===== src/rtl/shift_arb_pkg.sv =====
// Shared definitions for the shift arbiter: FSM state encoding and
// shift-direction constants.
package shift_arb_pkg;

    typedef enum logic {
        ST_IDLE = 1'b0,
        ST_HOLD = 1'b1
    } state_t;

    localparam logic DIR_LEFT  = 1'b0;
    localparam logic DIR_RIGHT = 1'b1;

endpackage


===== src/rtl/shift_arbiter_if.sv =====
// Request/response bundle between the client blocks and the shift arbiter.
//   req_valid/req_ready  per-requester handshake (NREQ bits)
//   req_data             operands, requester i at [i*W +: W]
//   req_shift            shift amounts, requester i at [i*SW +: SW]
//   req_dir              0 = left, 1 = right
//   req_rot              per-requester rotate select (only with SHIFT_ARB_ROTATE_EN)
//   rsp_valid/rsp_ready  single response handshake
//   rsp_id/rsp_data      owner index and shifted result
// Modports: master = client side, slave = arbiter side.
interface shift_arbiter_if #(
    parameter int NREQ = 4,
    parameter int W    = 4,
    parameter int SW   = 2
) ();
    localparam int IDW = $clog2(NREQ);

    logic [NREQ-1:0]    req_valid;
    logic [NREQ-1:0]    req_ready;
    logic [NREQ*W-1:0]  req_data;
    logic [NREQ*SW-1:0] req_shift;
    logic [NREQ-1:0]    req_dir;
`ifdef SHIFT_ARB_ROTATE_EN
    logic [NREQ-1:0]    req_rot;
`endif
    logic               rsp_valid;
    logic               rsp_ready;
    logic [IDW-1:0]     rsp_id;
    logic [W-1:0]       rsp_data;

    modport master (
`ifdef SHIFT_ARB_ROTATE_EN
        output req_rot,
`endif
        output req_valid, req_data, req_shift, req_dir, rsp_ready,
        input  req_ready, rsp_valid, rsp_id, rsp_data
    );

    modport slave (
`ifdef SHIFT_ARB_ROTATE_EN
        input  req_rot,
`endif
        input  req_valid, req_data, req_shift, req_dir, rsp_ready,
        output req_ready, rsp_valid, rsp_id, rsp_data
    );

endinterface


===== src/rtl/shift_arb_core.sv =====
// Combinational barrel shifter shared by all requesters.
// Logical shift with zero fill; when ROT_EN is set and rot_i is high the
// bits shifted out re-enter at the opposite end instead.
//   data_i    operand (W)
//   shift_i   shift amount (SW, W == 2**SW)
//   dir_i     0 = left, 1 = right
//   rot_i     rotate select (ignored when ROT_EN = 0)
//   result_o  shifted/rotated result (W)
module shift_arb_core
    import shift_arb_pkg::*;
#(
    parameter int W      = 4,
    parameter int SW     = 2,
    parameter bit ROT_EN = 1'b0
) (
    input  logic [W-1:0]  data_i,
    input  logic [SW-1:0] shift_i,
    input  logic          dir_i,
    input  logic          rot_i,
    output logic [W-1:0]  result_o
);

    logic [W-1:0]  shl;
    logic [W-1:0]  shr;
    logic [W-1:0]  rol;
    logic [W-1:0]  ror;
    logic [SW-1:0] pos;

    always_comb begin
        shl = data_i << shift_i;
        shr = data_i >> shift_i;
        rol = '0;
        ror = '0;
        pos = '0;
        // Index arithmetic in SW bits wraps modulo W for free.
        for (int i = 0; i < W; i++) begin
            pos      = SW'(i) + shift_i;
            rol[pos] = data_i[SW'(i)];
            ror[SW'(i)] = data_i[pos];
        end
        if (ROT_EN && rot_i) begin
            result_o = (dir_i == DIR_RIGHT) ? ror : rol;
        end else begin
            result_o = (dir_i == DIR_RIGHT) ? shr : shl;
        end
    end

endmodule


===== src/rtl/shift_arbiter.sv =====
// Round-robin arbiter sharing one barrel shifter among NREQ requesters.
// The granted request is shifted and registered; the result returns with
// the requester index on a single valid/ready response channel. A HOLD
// state accepting its response can grant again in the same cycle, giving
// one result per cycle back-to-back.
// Optional feature: define SHIFT_ARB_ROTATE_EN to add bus.req_rot and
// allow per-request rotate instead of zero-fill shift.
//   clk   clock, all logic on rising edge
//   rst   synchronous active-high reset
//   bus   shift_arbiter_if slave modport (request/response channels)
//
// state   | meaning
// --------+-------------------------------------------------------------
// ST_IDLE | no result held; any valid request is granted immediately
// ST_HOLD | result held on rsp_*; regrant only when rsp_ready accepts it
module shift_arbiter
    import shift_arb_pkg::*;
#(
    parameter int NREQ = 4,
    parameter int W    = 4,
    parameter int SW   = 2
) (
    input  logic            clk,
    input  logic            rst,
    shift_arbiter_if.slave  bus
);

    localparam int IDW = $clog2(NREQ);
`ifdef SHIFT_ARB_ROTATE_EN
    localparam bit ROT_EN = 1'b1;
`else
    localparam bit ROT_EN = 1'b0;
`endif

    state_t         state_q;
    logic           rsp_valid_q;
    logic [IDW-1:0] rsp_id_q;
    logic [W-1:0]   rsp_data_q;
    logic [IDW-1:0] rr_q;
    logic [IDW-1:0] rr_d;
    logic [W-1:0]   data_d;

    logic           gnt_any;
    logic [IDW-1:0] gnt_idx;
    logic [IDW-1:0] cand;
    logic           can_accept;
    logic           grant_fire;
    logic [W-1:0]   data_sel;
    logic [SW-1:0]  shift_sel;
    logic           dir_sel;
    logic           rot_sel;

    // First valid requester at or after the round-robin pointer.
    always_comb begin
        gnt_any = 1'b0;
        gnt_idx = '0;
        cand    = '0;
        for (int k = 0; k < NREQ; k++) begin
            cand = IDW'((int'(rr_q) + k) % NREQ);
            if (!gnt_any && bus.req_valid[cand]) begin
                gnt_any = 1'b1;
                gnt_idx = cand;
            end
        end
    end

    // A grant needs an empty output slot or one being drained this cycle;
    // nothing is granted while reset is asserted.
    assign can_accept = !rst && ((state_q == ST_IDLE) || bus.rsp_ready);
    assign grant_fire = can_accept && gnt_any;

    always_comb begin
        bus.req_ready = '0;
        if (grant_fire) begin
            bus.req_ready[gnt_idx] = 1'b1;
        end
    end

    assign rr_d = (gnt_idx == IDW'(NREQ - 1)) ? '0 : gnt_idx + 1'b1;

    always_comb begin
        data_sel  = bus.req_data[int'(gnt_idx)*W +: W];
        shift_sel = bus.req_shift[int'(gnt_idx)*SW +: SW];
        dir_sel   = bus.req_dir[gnt_idx];
`ifdef SHIFT_ARB_ROTATE_EN
        rot_sel   = bus.req_rot[gnt_idx];
`else
        rot_sel   = 1'b0;
`endif
    end

    shift_arb_core #(
        .W      (W),
        .SW     (SW),
        .ROT_EN (ROT_EN)
    ) u_core (
        .data_i   (data_sel),
        .shift_i  (shift_sel),
        .dir_i    (dir_sel),
        .rot_i    (rot_sel),
        .result_o (data_d)
    );

    always_ff @(posedge clk) begin
        if (rst) begin
            state_q     <= ST_IDLE;
            rsp_valid_q <= 1'b0;
            rsp_id_q    <= '0;
            rsp_data_q  <= '0;
            rr_q        <= '0;
        end else begin
            case (state_q)
                ST_IDLE: begin
                    if (grant_fire) begin
                        state_q     <= ST_HOLD;
                        rsp_valid_q <= 1'b1;
                        rsp_id_q    <= gnt_idx;
                        rsp_data_q  <= data_d;
                        rr_q        <= rr_d;
                    end
                end
                ST_HOLD: begin
                    if (grant_fire) begin
                        rsp_valid_q <= 1'b1;
                        rsp_id_q    <= gnt_idx;
                        rsp_data_q  <= data_d;
                        rr_q        <= rr_d;
                    end else if (bus.rsp_ready) begin
                        state_q     <= ST_IDLE;
                        rsp_valid_q <= 1'b0;
                    end
                end
            endcase
        end
    end

    assign bus.rsp_valid = rsp_valid_q;
    assign bus.rsp_id    = rsp_id_q;
    assign bus.rsp_data  = rsp_data_q;

endmodule

===== src/flat_wrapper.sv =====
// flat-port wrapper written by rule: the top's interface ports become plain ports
module shift_arbiter_flat import shift_arb_pkg::*;
#(
    parameter int NREQ = 4,
    parameter int W    = 4,
    parameter int SW   = 2
)
  (clk, rst, bus_req_valid, bus_req_data, bus_req_shift, bus_req_dir, bus_rsp_ready, bus_req_ready, bus_rsp_valid, bus_rsp_id, bus_rsp_data);
  shift_arbiter_if #(.NREQ(NREQ), .W(W), .SW(SW)) bus_i ();
  input  logic clk;
  input  logic rst;
  input wire logic [$bits(bus_i.req_valid)-1:0] bus_req_valid;
  input wire logic [$bits(bus_i.req_data)-1:0] bus_req_data;
  input wire logic [$bits(bus_i.req_shift)-1:0] bus_req_shift;
  input wire logic [$bits(bus_i.req_dir)-1:0] bus_req_dir;
  input wire logic [$bits(bus_i.rsp_ready)-1:0] bus_rsp_ready;
  output wire logic [$bits(bus_i.req_ready)-1:0] bus_req_ready;
  output wire logic [$bits(bus_i.rsp_valid)-1:0] bus_rsp_valid;
  output wire logic [$bits(bus_i.rsp_id)-1:0] bus_rsp_id;
  output wire logic [$bits(bus_i.rsp_data)-1:0] bus_rsp_data;
  assign bus_i.req_valid = bus_req_valid;
  assign bus_i.req_data = bus_req_data;
  assign bus_i.req_shift = bus_req_shift;
  assign bus_i.req_dir = bus_req_dir;
  assign bus_i.rsp_ready = bus_rsp_ready;
  assign bus_req_ready = bus_i.req_ready;
  assign bus_rsp_valid = bus_i.rsp_valid;
  assign bus_rsp_id = bus_i.rsp_id;
  assign bus_rsp_data = bus_i.rsp_data;
  shift_arbiter #(.NREQ(NREQ), .W(W), .SW(SW)) u_core (.clk(clk), .rst(rst), .bus(bus_i));
endmodule

===== config.mk =====
export PLATFORM = sky130hd
export DESIGN_NAME = shift_arbiter_flat
export DESIGN_NICKNAME = d
export VERILOG_FILES = /design/src/rtl/shift_arb_pkg.sv /design/src/rtl/shift_arbiter_if.sv /design/src/rtl/shift_arb_core.sv /design/src/rtl/shift_arbiter.sv /design/src/flat_wrapper.sv
export SDC_FILE = /design/constraint.sdc
export NUM_CORES = 1
export LEC_CHECK = 0
export ABC_AREA = 0
export CAP_MARGIN = 10
export CORE_MARGIN = 4
export CORE_UTILIZATION = 37
export CTS_BUF_LIST = sky130_fd_sc_hd__clkbuf_8
export CTS_CLUSTER_DIAMETER = 80
export DETAILED_ROUTE_END_ITERATION = 10
export PLACE_DENSITY_LB_ADDON = 0.1
export SYNTH_ARGS = -nofsm -noshare
export SYNTH_HDL_FRONTEND = slang
export SYNTH_SLANG_ARGS = --single-unit
export TNS_END_PERCENT = 5

===== constraint.sdc =====
create_clock -name clk -period 2.5 [get_ports clk]
set_input_delay 0.75 -clock clk [delete_from_list [all_inputs] [get_ports clk]]
set_output_delay 0.75 -clock clk [all_outputs]
set_load 0.02 [all_outputs]

==> results by group, run 1 <==
Synth
  – Net Count, Synth: 147
  – Leading post-synthesis cells by cell area: dfxtp_1 (22%), mux2i_1 (20%), mux2_2 (7.3%)
  – Synthesized instance count: 108
  – Most common cell in the netlist: mux2i_1
  – Synth Register Bits: 10
  – Sequential share of the synthesized area: 21.8%
  – Synth warn: 0
  – Mapped cell area: 920 um2
  – Post-synth EDFFs: 0
  – Top_reg_cell synth: dfxtp_1
  – Yosys cell types: 32
  – Top cell type by total area after synthesis: dfxtp_1
  – Fraction of registers with async set/reset: 0%
  – Most instantiated cells after synthesis: mux2i_1 (18), dfxtp_1 (10), nor2_1 (10)
  – Mean Syn Cell Area: 8.52 um2
  – Post-synth top area share: 21.8%

Die
  – Die area: 3350 um2
  – DIE WIDTH: 57.9 um
  – Core Footprint: 2300 um2
  – Starting Density: 40.0%
  – DIE HEIGHT: 57.9 um
  – IO Pins: 46
  – # rows: 17

Detailed routing
  – DR vias: 1037
  – WL/cell: 15.3 um
  – Pre-Repair DR Iteration Count: 4
  – DR vias/cell: 5.13
  – Residual DRC: 0
  – Antenna-violating nets left: 0
  – 1st-iter DRT viols: 20
  – Final WL: 3.08 mm

Clocking
  – # H-tree levels: 1
  – Clock sink total: 10
  – Clk root buf: clkbuf_8
  – CTS clock-pin slew for the worst setup and hold paths: 0.05 ns
  – Hold buffer count at CTS: 0
  – CTS Buffer Depth: 2
  – TritonCTS clock tree: done
  – CTS Buf Count: 3
  – Worst-skew pair later-pin latency: 0.24 ns

Timing
  – Max_slew headroom: 71.8%
  – Period utilization: 106%
  – Max Slew Vio Count: 0
  – Fmax: 0.376 GHz
  – Final Critical Period: 2.66 ns
  – Final setup skew: 0.000372 ns
  – Setup violations, final: 6
  – RSZ-0062 raised after global routing: true
  – Least-Margin Pin Slew: 0.422 ns
  – Endpoints failing hold: 0
  – PnR worst setup slack: -0.157 ns

Flow run
  – Max cap viols: 0

Cells and area
  – Proportion of layout cells with a drive suffix above 1: 37.4%
  – ANT cells: 0
  – Final core utilization: 78.4%
  – Filler instances: 149
  – Design Area, Final: 1800 um2
  – Syn-to-layout area delta: 95.8%
  – NumNets Final: 214

Hold path
  – Hold Crit Class: register to register

Critical path
  – Crit path launch type: primary input
  – CP Data Arrival Time: 1.91 ns
  – CP endpoint kind: output port
  – Crit Path Class: primary input to output port
  – Worst Path Required: 1.75 ns
  – Crit-path max FO: 4

Power
  – Tot Pwr: 0.949 mW
  – Power Dens Cells: 527 nW/um2
  – Max rail drop VDD: 0.540 mV
  – Leakage: 0.737 nW

GRT
  – First-pass GRT wire length: 5.06 mm
  – Initial antenna violation count: 0
  – GRT Resource Usage Total: 19.4%
  – Vias in the first global route: 1117
  – Pin count of the biggest net entering global routing: 12
  – Gr ovfl total: 0

Placed design
  – Port Buffer Count: 45
  – Placed Area: 1570 um2
  – Hpwl dp: 2.38 mm
  – Pre-CTS WS: -1.08 ns
  – GP Congestion: 0.813

Status
  – Failing checks: setup timing
  – Status: finished, violations left
[registers in the layout, summed over array words and instances (netlist names)]
name / flops
u_core.bus.rsp_id: 2
u_core.bus.rsp_valid: 1
u_core.state_q: 1
u_core.bus.rsp_data: 4
u_core.rr_q: 2
[repair_timing]
item / in CTS / in global routing
gates cloned: 0 / 0
resized for setup: 63 / 12
endpoints found under the setup margin: 8 / 8
pin swaps: 6 / 3
setup buffers: 2 / 1
[report_power, final]
part           internal (mW)  switching, mW  total [mW]
Sequential             0.182         0.0148       0.197
Clock                  0.139         0.0648       0.203
Combinational          0.303          0.245       0.548
Total                  0.624          0.325       0.949
[layout by cell type, fill, tap and decap left out, drive strengths merged, types with 5 or more instances in the layout]
| master | count |
|---|---|
| a21oi | 8 |
| and2 | 5 |
| buf | 30 |
| clkdlybuf4s50 | 37 |
| dfxtp | 10 |
| inv | 5 |
| mux2 | 6 |
| mux2i | 19 |
| nand2 | 7 |
| nand2b | 6 |
| nor2 | 10 |
[critical path, cell delays in order]
cell	delay [ns]
buf_8	0.11
mux2i_1	0.12
nor2_1	0.08
a311oi_4	0.23
buf_6	0.18
inv_8	0.04
ha_4	0.14
and2_4	0.13
buf_6	0.12
[layout make-up]
cell class	instances	area (um2)	share of cell area [%]
Multi-Input combinational cell	88	843	46.8
Timing Repair Buffer	67	641	35.6
Sequential cell	10	200	11.1
Clock buffer	4	55.1	3.06
Tap cell	28	35.0	1.95
Inverter	5	26.3	1.46
[worst paths after layout]
path                            slack (ns)                               from                                  end  cells after the start
worst min-delay path                  0.46  u_core.bus.rsp_id[0]$_SDFFE_PP0P_    u_core.bus.rsp_id[0]$_SDFFE_PP0P_                      2
worst min register to register        0.46  u_core.bus.rsp_id[0]$_SDFFE_PP0P_    u_core.bus.rsp_id[0]$_SDFFE_PP0P_                      2
worst max-delay path                 -0.16                   bus_req_valid[2]                     bus_req_ready[2]                      9
worst max register to register        0.08        u_core.rr_q[1]$_SDFFE_PP0P_  u_core.bus.rsp_data[2]$_SDFFE_PP0P_                     11
[stage by stage]
stage                     setup TNS [ns]  hold slack (ns)  cells
after floorplan                   -0.220            0.431    108
after global placement             -6.82            0.435    195
after detailed placement           -7.14            0.443    195
after CTS                         -0.690            0.465    201
after global routing               -1.27            0.480    202
final                             -0.695            0.460    202
[cells by family (layout without fill, tap and decap cells)]
family	Yosys count	count (layout)	share of synthesized area, %
AOI/OAI and AO/OA	22	22	16.9
adders and majority gates	4	4	5.44
buffers and inverters	10	76	6.39
DFF	10	10	21.8
muxes	25	25	29.4
and+or+nand+nor	37	37	20.1
[layer usage]
metal,wire [um],global-route usage (%),vias up
met5,0,0,-
met4,51,6.95,0
met3,200,5.57,6
met2,1600,35.6,27
met1,1230,20.8,478
li1,-,-,526
Note: power is estimated with default switching activity, not from simulation.
==> run 2: changes to the inputs <==
- HOLD_SLACK_MARGIN: unset -> 0.02
==> results of run 2 <==
Final layout, timing and power as in run 1 (identical DEF).
==> run 3: changes to the inputs <==
- ABC_CLOCK_PERIOD_IN_PS: unset -> 2500
- CTS_CLUSTER_SIZE: unset -> 12
==> results of run 3 <==
Final layout, timing and power as in run 1 (identical DEF).
